[config.mk]
export PLATFORM = sky130hd
export DESIGN_NAME = mux_n_reg
export DESIGN_NICKNAME = d
export VERILOG_FILES = /design/src/rtl/mux_pkg.sv /design/src/rtl/mux_n_comb.sv /design/src/rtl/mux_n_reg.sv
export SDC_FILE = /design/constraint.sdc
export NUM_CORES = 1
export LEC_CHECK = 0
export ABC_AREA = 1
export ABC_CLOCK_PERIOD_IN_PS = 1600
export BUFFER_PORTS_ARGS = -buffer_cell sky130_fd_sc_hd__buf_2
export CAP_MARGIN = 40
export CELL_PAD_IN_SITES_DETAIL_PLACEMENT = 2
export CELL_PAD_IN_SITES_GLOBAL_PLACEMENT = 2
export CORE_MARGIN = 5
export CORE_UTILIZATION = 24
export CTS_CLUSTER_DIAMETER = 200
export CTS_CLUSTER_SIZE = 40
export DETAILED_ROUTE_END_ITERATION = 6
export GPL_ROUTABILITY_DRIVEN = 0
export HOLD_SLACK_MARGIN = 0.06
export PLACE_DENSITY_LB_ADDON = 0.2
export SETUP_SLACK_MARGIN = 0.3
export SKIP_LAST_GASP = 1
export SYNTH_ARGS = -nofsm -noshare
export SYNTH_HDL_FRONTEND = slang
export SYNTH_HIERARCHICAL = 1
export SYNTH_SLANG_ARGS = --single-unit
[constraint.sdc]
create_clock -name clk -period 1.6 [get_ports clk]
set_input_delay 0.16 -clock clk [delete_from_list [all_inputs] [get_ports clk]]
set_output_delay 0.16 -clock clk [all_outputs]
set_load 0.02 [all_outputs]
[src/rtl/mux_pkg.sv]
// Shared constants for the registered N-way selector: default datapath sizes and
// the skid-buffer state encoding ({out_valid, skid_valid}).
package mux_pkg;

   localparam int DEF_WIDTH  = 32;
   localparam int DEF_NUM_IN = 4;

   // Encoding mirrors {out_valid, skid_valid}; 2'b01 can never be reached.
   typedef enum logic [1:0] {
      ST_EMPTY = 2'b00,
      ST_ONE   = 2'b10,
      ST_FULL  = 2'b11
   } skid_state_t;

endpackage

[src/rtl/mux_n_comb.sv]
// Combinational N-way, WIDTH-bit select; an index past the last input yields zero.
module mux_n_comb
   import mux_pkg::*;
#(
   parameter int WIDTH  = DEF_WIDTH,
   parameter int NUM_IN = DEF_NUM_IN,
   parameter int SEL_W  = $clog2(NUM_IN)
) (
   input  logic [NUM_IN*WIDTH-1:0] in_data,
   input  logic [SEL_W-1:0]        sel,
   output logic [WIDTH-1:0]        sel_data
);

   always_comb begin
      sel_data = '0;
      for (int k = 0; k < NUM_IN; k++) begin
         if (int'(sel) == k) begin
            sel_data = in_data[k*WIDTH +: WIDTH];
         end
      end
   end

endmodule

[src/rtl/mux_n_reg.sv]
// Registered N-way selector with a two-entry skid buffer and valid/ready on both sides.
// Optional MUX_N_REG_SEL_CHECK_EN adds a sticky sel_err flag for out-of-range selects.
//
// state    | meaning
// ---------+----------------------------------------------------
// ST_EMPTY | nothing held, out_valid=0, in_ready=1
// ST_ONE   | output register holds one transfer, in_ready=1
// ST_FULL  | output and skid registers both hold data, in_ready=0
module mux_n_reg
   import mux_pkg::*;
#(
   parameter int WIDTH  = DEF_WIDTH,
   parameter int NUM_IN = DEF_NUM_IN,
   parameter int SEL_W  = $clog2(NUM_IN)
) (
   input  logic                    clk,
   input  logic                    rst_n,
   input  logic [NUM_IN*WIDTH-1:0] in_data,
   input  logic [SEL_W-1:0]        in_sel,
   input  logic                    in_valid,
   output logic                    in_ready,
   output logic [WIDTH-1:0]        out_data,
   output logic [SEL_W-1:0]        out_sel,
   output logic                    out_valid,
   input  logic                    out_ready
`ifdef MUX_N_REG_SEL_CHECK_EN
   ,
   output logic                    sel_err
`endif
);

   skid_state_t      state;
   logic [WIDTH-1:0] sel_data;
   logic [WIDTH-1:0] skid_data;
   logic [SEL_W-1:0] skid_sel;
   logic             accept;
   logic             emit;

   assign accept = in_valid & in_ready;
   assign emit   = out_valid & out_ready;

   mux_n_comb #(
      .WIDTH  (WIDTH),
      .NUM_IN (NUM_IN),
      .SEL_W  (SEL_W)
   ) u_sel (
      .in_data  (in_data),
      .sel      (in_sel),
      .sel_data (sel_data)
   );

   // in_ready is its own flop so no ready path runs combinationally through here.
   always_ff @(posedge clk or negedge rst_n) begin
      if (!rst_n) begin
         state     <= ST_EMPTY;
         out_valid <= 1'b0;
         in_ready  <= 1'b1;
         out_data  <= '0;
         out_sel   <= '0;
         skid_data <= '0;
         skid_sel  <= '0;
      end else begin
         case (state)
            ST_EMPTY: begin
               if (accept) begin
                  state     <= ST_ONE;
                  out_valid <= 1'b1;
                  out_data  <= sel_data;
                  out_sel   <= in_sel;
               end
            end
            ST_ONE: begin
               if (accept && emit) begin
                  out_data <= sel_data;
                  out_sel  <= in_sel;
               end else if (accept) begin
                  state     <= ST_FULL;
                  in_ready  <= 1'b0;
                  skid_data <= sel_data;
                  skid_sel  <= in_sel;
               end else if (emit) begin
                  state     <= ST_EMPTY;
                  out_valid <= 1'b0;
               end
            end
            ST_FULL: begin
               if (emit) begin
                  state     <= ST_ONE;
                  in_ready  <= 1'b1;
                  out_data  <= skid_data;
                  out_sel   <= skid_sel;
                  skid_data <= '0;
                  skid_sel  <= '0;
               end
            end
            default: begin
               state     <= ST_EMPTY;
               out_valid <= 1'b0;
               in_ready  <= 1'b1;
            end
         endcase
      end
   end

`ifdef MUX_N_REG_SEL_CHECK_EN
   always_ff @(posedge clk or negedge rst_n) begin
      if (!rst_n) begin
         sel_err <= 1'b0;
      end else if (accept && (int'(in_sel) >= NUM_IN)) begin
         sel_err <= 1'b1;
      end
   end
`endif

endmodule
# Yosys cells after proc, flatten, opt, wreduce, memory -nomap -nowiden
# Cells that the tools add are included.
[totals] wordCells=66 inputBits=134 regBits=72
[classes] n_mux=32 n_eq_ne=13 reduce_logical=10 bitwise_logic=4
[ops] cell="2-to-1 mux 32 bit" n=9
[ops] cell="one-hot mux 32 bit (3 select lines)" n=1
[ops] cell="one-hot mux 32 bit (2 select lines)" n=1
[ops] cell="2-to-1 mux 2 bit" n=9
[ops] cell="AND reduction 4 bit" n=4
[ops] cell="inequality test 2 bit (second input constant)" n=7
[ops] cell="one-hot mux 2 bit (3 select lines)" n=2
[ops] cell="equality test 2 bit (second input constant)" n=4
[ops] cell="2-to-1 mux 1 bit" n=7
[ops] cell="one-hot mux 1 bit (3 select lines)" n=2
[ops] cell="AND reduction 5 bit" n=1
[ops] cell="logical NOT 2 bit" n=2
[ops] cell="one-hot mux 2 bit (2 select lines)" n=1
[ops] cell="inequality test 3 bit (second input constant)" n=1
[ops] cell="nonzero test 3 bit" n=1
[ops] cell="AND 1 bit" n=2
[ops] cell="equality test 2 x 1 -> 1 bit (second input constant)" n=1
[ops] cell="NOT 1 bit" n=2
[ops] cell="nonzero test 2 bit" n=1
[ops] cell="logical AND 1 bit" n=1

# Depth between registers and ports, before layout
[depth] ltp_word=8 ltp_mapped=9 mapped_depth_nobuf=8

# Cells and area by module
# The synthesis kept the hierarchy.
[modules_own_cells] mod="mux_n_reg" n_inst=1 area_each_um2=3796.1 cells_per_inst=502
[modules_own_cells] mod="mux_n_comb" n_inst=1 area_each_um2=968.4 cells_per_inst=186

# Worst setup path after synthesis
# Ideal clock, no wire load.
[synth_path] path_type="register to register" startpoint="reg state[0]" endpoint="reg skid_data[13]" setup_slack_ps=104 stages_incl_launch_ff=9 arrival_ps=1379 required_ps=1483 path_buffers=1 period_less_slack_ps=1496 setup_ps=117 cell_sequence="dfrtp_1 > inv_1 > ha_1 > inv_1 > nand2_1 > nand3_4 > buf_6 > nand2_1 > nand2_1"
[synth_via] elab_chain_len=3 word_cells_on_any_way=8
[synth_lines] element="start: declaration" line_no="mux_n_reg.sv:32" rtl="skid_state_t state;"
[synth_lines] element="start signal: assignment" line_no="mux_n_reg.sv:55" rtl="state <= ST_EMPTY;"
[synth_lines] element="start signal: assignment" line_no="mux_n_reg.sv:66" rtl="state <= ST_ONE;"
[synth_lines] element="start signal: assignment" line_no="mux_n_reg.sv:77" rtl="state <= ST_FULL;"
[synth_lines] element="equality test 2 bit" line_no="mux_n_reg.sv:63" rtl="case (state)"
[synth_lines] element="inequality test 2 bit (no source line) / nonzero test 2 bit (equally long branches)"
[synth_lines] element="AND reduction 4 bit (no source line)"
[synth_lines] element="end signal: assignment" line_no="mux_n_reg.sv:79" rtl="skid_data <= sel_data;"
[synth_lines] element="end: declaration" line_no="mux_n_reg.sv:34" rtl="logic [WIDTH-1:0] skid_data;"
# Several ways; a longest one is shown, not always the timed one.
# A chain may end at the register's enable or synchronous reset.

# Final worst setup path
[layout_path] startpoint="reg in_ready" endpoint="reg skid_data[16]"
[layout_via] elab_chain_len=4 word_cells_on_any_way=5
[layout_lines] element="start: declaration" line_no="mux_n_reg.sv:21" rtl="output logic in_ready,"
[layout_lines] element="start signal: assignment" line_no="mux_n_reg.sv:57" rtl="in_ready <= 1'b1;"
[layout_lines] element="start signal: assignment" line_no="mux_n_reg.sv:78" rtl="in_ready <= 1'b0;"
[layout_lines] element="start signal: assignment" line_no="mux_n_reg.sv:89" rtl="in_ready <= 1'b1;"
[layout_lines] element="AND 1 bit (*)" line_no="mux_n_reg.sv:39" rtl="assign accept = in_valid & in_ready;"
[layout_lines] element="logical AND 1 bit" line_no="mux_n_reg.sv:73" rtl="if (accept && emit) begin"
[layout_lines] element="inequality test 2 bit (no source line)"
[layout_lines] element="AND reduction 4 bit (no source line) (*)"
# Mark *: on every way between the ends. The rest lies on a longest branch, timed or not.

==> impl_metrics.yaml <==
status:
  status: "finished, violations left"
  violations: "negative setup slack"
sta:
  finalWorstSetupSlack_ns: -0.0773
  setup_violations: 47
  fin_worst_skew_ns: 0.00704
  final.period_utilization_pct: 105
  rsz0062_at_grt: "yes"
  finalHoldViolCount: 0
  worstMarginPinSlew_ns: 0.410
  period_needed_ns: 1.68
  relSlewSlack_pct: 72.4
  maxSlewViolCount: 0
  max_freq_mhz: 596
cts:
  cts_root_buf: "clkbuf_16"
  cts_sinks: 72
  tritoncts: "done"
  cts-htree-levels: 3
  clkTransAtPathRegs_ns: 0.06
  cts_buffers: 9
  clock_path_buffers: 2
  clk_latency_ns: 0.34
pwr:
  power.density_nw_per_um2: 653
  power_mw: 4.72
  ir_worst_vdd_v: 0.000376
  p_leak_nw: 3.54
global_route:
  grtUsageMet1_pct: 26.0
  antenna_found_initial: 0
  grt_use_total_pct: 19.2
  grt_pass1_wl_um: 34700
  grt_max_degree: 73
  top_usage_layer: "met2"
  grtUsageMet3_pct: 3.23
  use_met2_pct: 32.5
  grt_pass1_vias: 6324
  grt_overflow: 0
placement:
  placed_area_um2: 5980
  dp_worst_setup_slack_ns: -0.101
  io_buffers: 169
  dp_cells: 1096
  hpwl_um: 14700
synth:
  synth_cell_types: 21
  synth_top_family_by_area: "simple AND/OR/NAND/NOR gates"
  yosysMostFrequentCell: "nand2_1"
  yosys_warnings: 6
  async_flop_share_pct: 100
  synth_common_cells: "221 x nand2_1, 139 x nand3_1, 71 x dfrtp_1"
  synthMuxAreaShare_pct: 0
  yosysSeqAreaShare_pct: 37.8
  syn_nets: 828
  synth_top_area_share_pct: 37.3
  ys_seq_elements: 72
  yosys.area_share.simple_pct: 45.5
  synth-edff-count: 0
  netlist_area_um2: 4760
  synth_xor_area_share_pct: 0
  syn_avg_cell_area_um2: 6.93
  syn-instance-count: 688
  yosys.area_share.adder_pct: 1.58
  synth_area_leaders: "dfrtp_1 37%, nand2_1 17%, nand3_1 15%"
  synth_ff_type: "dfrtp_1"
  synth_compound_area_share_pct: 3.78
  yosys.area.top_type: "dfrtp_1"
critical_path:
  path_delay_family: "simple AND/OR/NAND/NOR gates"
  worst_ep_required_time_ns: 1.81
  crit_slowest_cell: "dfstp_2"
  r2r-end: "skid_data[16]"
  r2r_slack_ns: -0.08
  reg2reg_from: "in_ready"
  slowest_delay_ns: 0.59
  path_max_fanout: 17
  crit_chain: "nand2_4, inv_4, nand2_1, nand2_4, nand3_4, buf_12, nand2_1, nand2_1"
  crit_top_cell: "nand2_1"
  path_class: "reg2reg"
  rr_worst_depth: 8
  arrival_ns: 1.89
  cp.buffers_inverters: 2
  worst_setup_path_start_kind: "flop"
  end_kind: "flop"
cells_and_area:
  final_layout_size_suffix_gt1_share_pct: 34.2
  fill_cells: 2314
  final_nets: 1027
  final_area_um2: 7230
  final_cells: 1157
  antennaDiodeCount: 0
  area_delta_synth_final_pct: 51.7
floorplan:
  dieArea_um2: 22800
  ioPinCount: 170
  die_w_um: 151
  start_util_pct: 24.4
  core_area_um2: 19500
  placementRows: 51
  die_h_um: 151
drt:
  wire_per_inst_um: 20.5
  drt_iter0_markers: 204
  routed_wl_um: 23700
  vias: 5734
  drc_errors: 0
  vias_per_cell: 4.96
  first_pass_iters: 4
  ant_nets: 0
worst_hold_path:
  min-delay-start: "in_data[8]"
  hold_path_depth: 7
  min_to: "skid_data[8]"
  hold_path_class: "in2reg"
job:
  max_cap_viol_count: 0
## per-layer routing
| layer | wire length, µm | vias to the layer above |
|---|---|---|
| met5 | 0 | - |
| met4 | 582 | 0 |
| met3 | 1180 | 33 |
| met2 | 11200 | 175 |
| met1 | 10700 | 2817 |
| li1 | - | 2709 |
## worst min-delay path: cells and delay by family
| family | cells | cell delay (ns) |
|---|---|---|
| AND/OR/NAND/NOR | 5 | 0.30 |
| buffers and inverters | 2 | 0.18 |
## cells in the final DEF (no fill, tap or decap), types with 2 or more instances in the layout
cell type  count
buf_2        168
inv_4          2
nand2_2        8
bufbuf_16      2
nor2_2         4
nand4_1       67
o21ai_0       18
buf_16         4
buf_4         31
buf_6          5
ha_4           4
a21oi_1        2
nand3_4        2
o21ai_1       15
ha_1           2
dfrtp_1       70
nand3_1      129
buf_12        18
nand3_2        9
buf_8          7
nand2_8        4
nand2_4        7
clkbuf_16     14
clkbuf_1       2
bufinv_16      2
inv_1         38
nand2_1      209
inv_2          3
nor2_4         2
nor2_1        34
## cell type report
type / instances / area (µm²) / area share (%)
Inverter: 45 / 186 / 2.58
Clock buffer: 11 / 233 / 3.22
Clock inverter: 5 / 81.3 / 1.12
Tap cell: 265 / 332 / 4.59
Multi-Input combinational cell: 518 / 2690 / 37.2
Timing Repair Buffer: 241 / 1910 / 26.4
Sequential cell: 72 / 1800 / 25.0
## sequential cells by signal, indices dropped and copies added (netlist names)
signal     flops
in_ready       1
out_data      32
out_sel        2
out_valid      1
skid_data     32
skid_sel       2
state          2
## worst max-delay path by stage
| stage | from | endpoint | slack (ns) | cells past startpoint |
|---|---|---|---|---|
| floorplan | in_ready | out_data[0] | 0.19 | 8 |
| global placement | in_sel[1] | out_data[7] | -0.003 | 9 |
| detailed placement | state[0] | out_data[26] | -0.10 | 9 |
| CTS | state[1] | out_data[19] | 0.03 | 9 |
| global route | in_ready | skid_data[16] | -0.14 | 8 |
| finish | in_ready | skid_data[16] | -0.08 | 8 |
## power breakdown
group | internal, mW | leakage, nW | total (mW) | switching, mW
clock network | 1.37 | 0.150 | 2.20 | 0.836
registers | 1.82 | 0.819 | 1.82 | 0
logic | 0.269 | 2.57 | 0.693 | 0.424
total | 3.46 | 3.54 | 4.72 | 1.26
## cells by family after synthesis
kind of cell    Yosys count
buf+inv                 101
fa+ha+maj                 6
simple gates            473
compound gates           36
flops                    72
## stage by stage
| stage | utilization [%] | hold WS (ns) | setup TNS [ns] |
|---|---|---|---|
| finish | 37.0 | 0.332 | -1.02 |
| global route | 37.0 | 0.337 | -4.14 |
| CTS | 35.1 | 0.310 | 0 |
| detailed placement | 30.6 | 0.232 | -2.36 |
| global placement | 30.6 | 0.227 | -0.00330 |
| floorplan | - | -0.136 | 0 |
## timing repair
action / in CTS / in global routing
cloned: 8 / 8
hold buffers: 1 / 0
gates resized for setup: 66 / 24
endpoints found under the hold margin: 71 / 0
endpoints found under the setup margin: 73 / 73
setup buffers: 15 / 13
pin swaps: 6 / 22
Power figures use the tool's default switching activity.
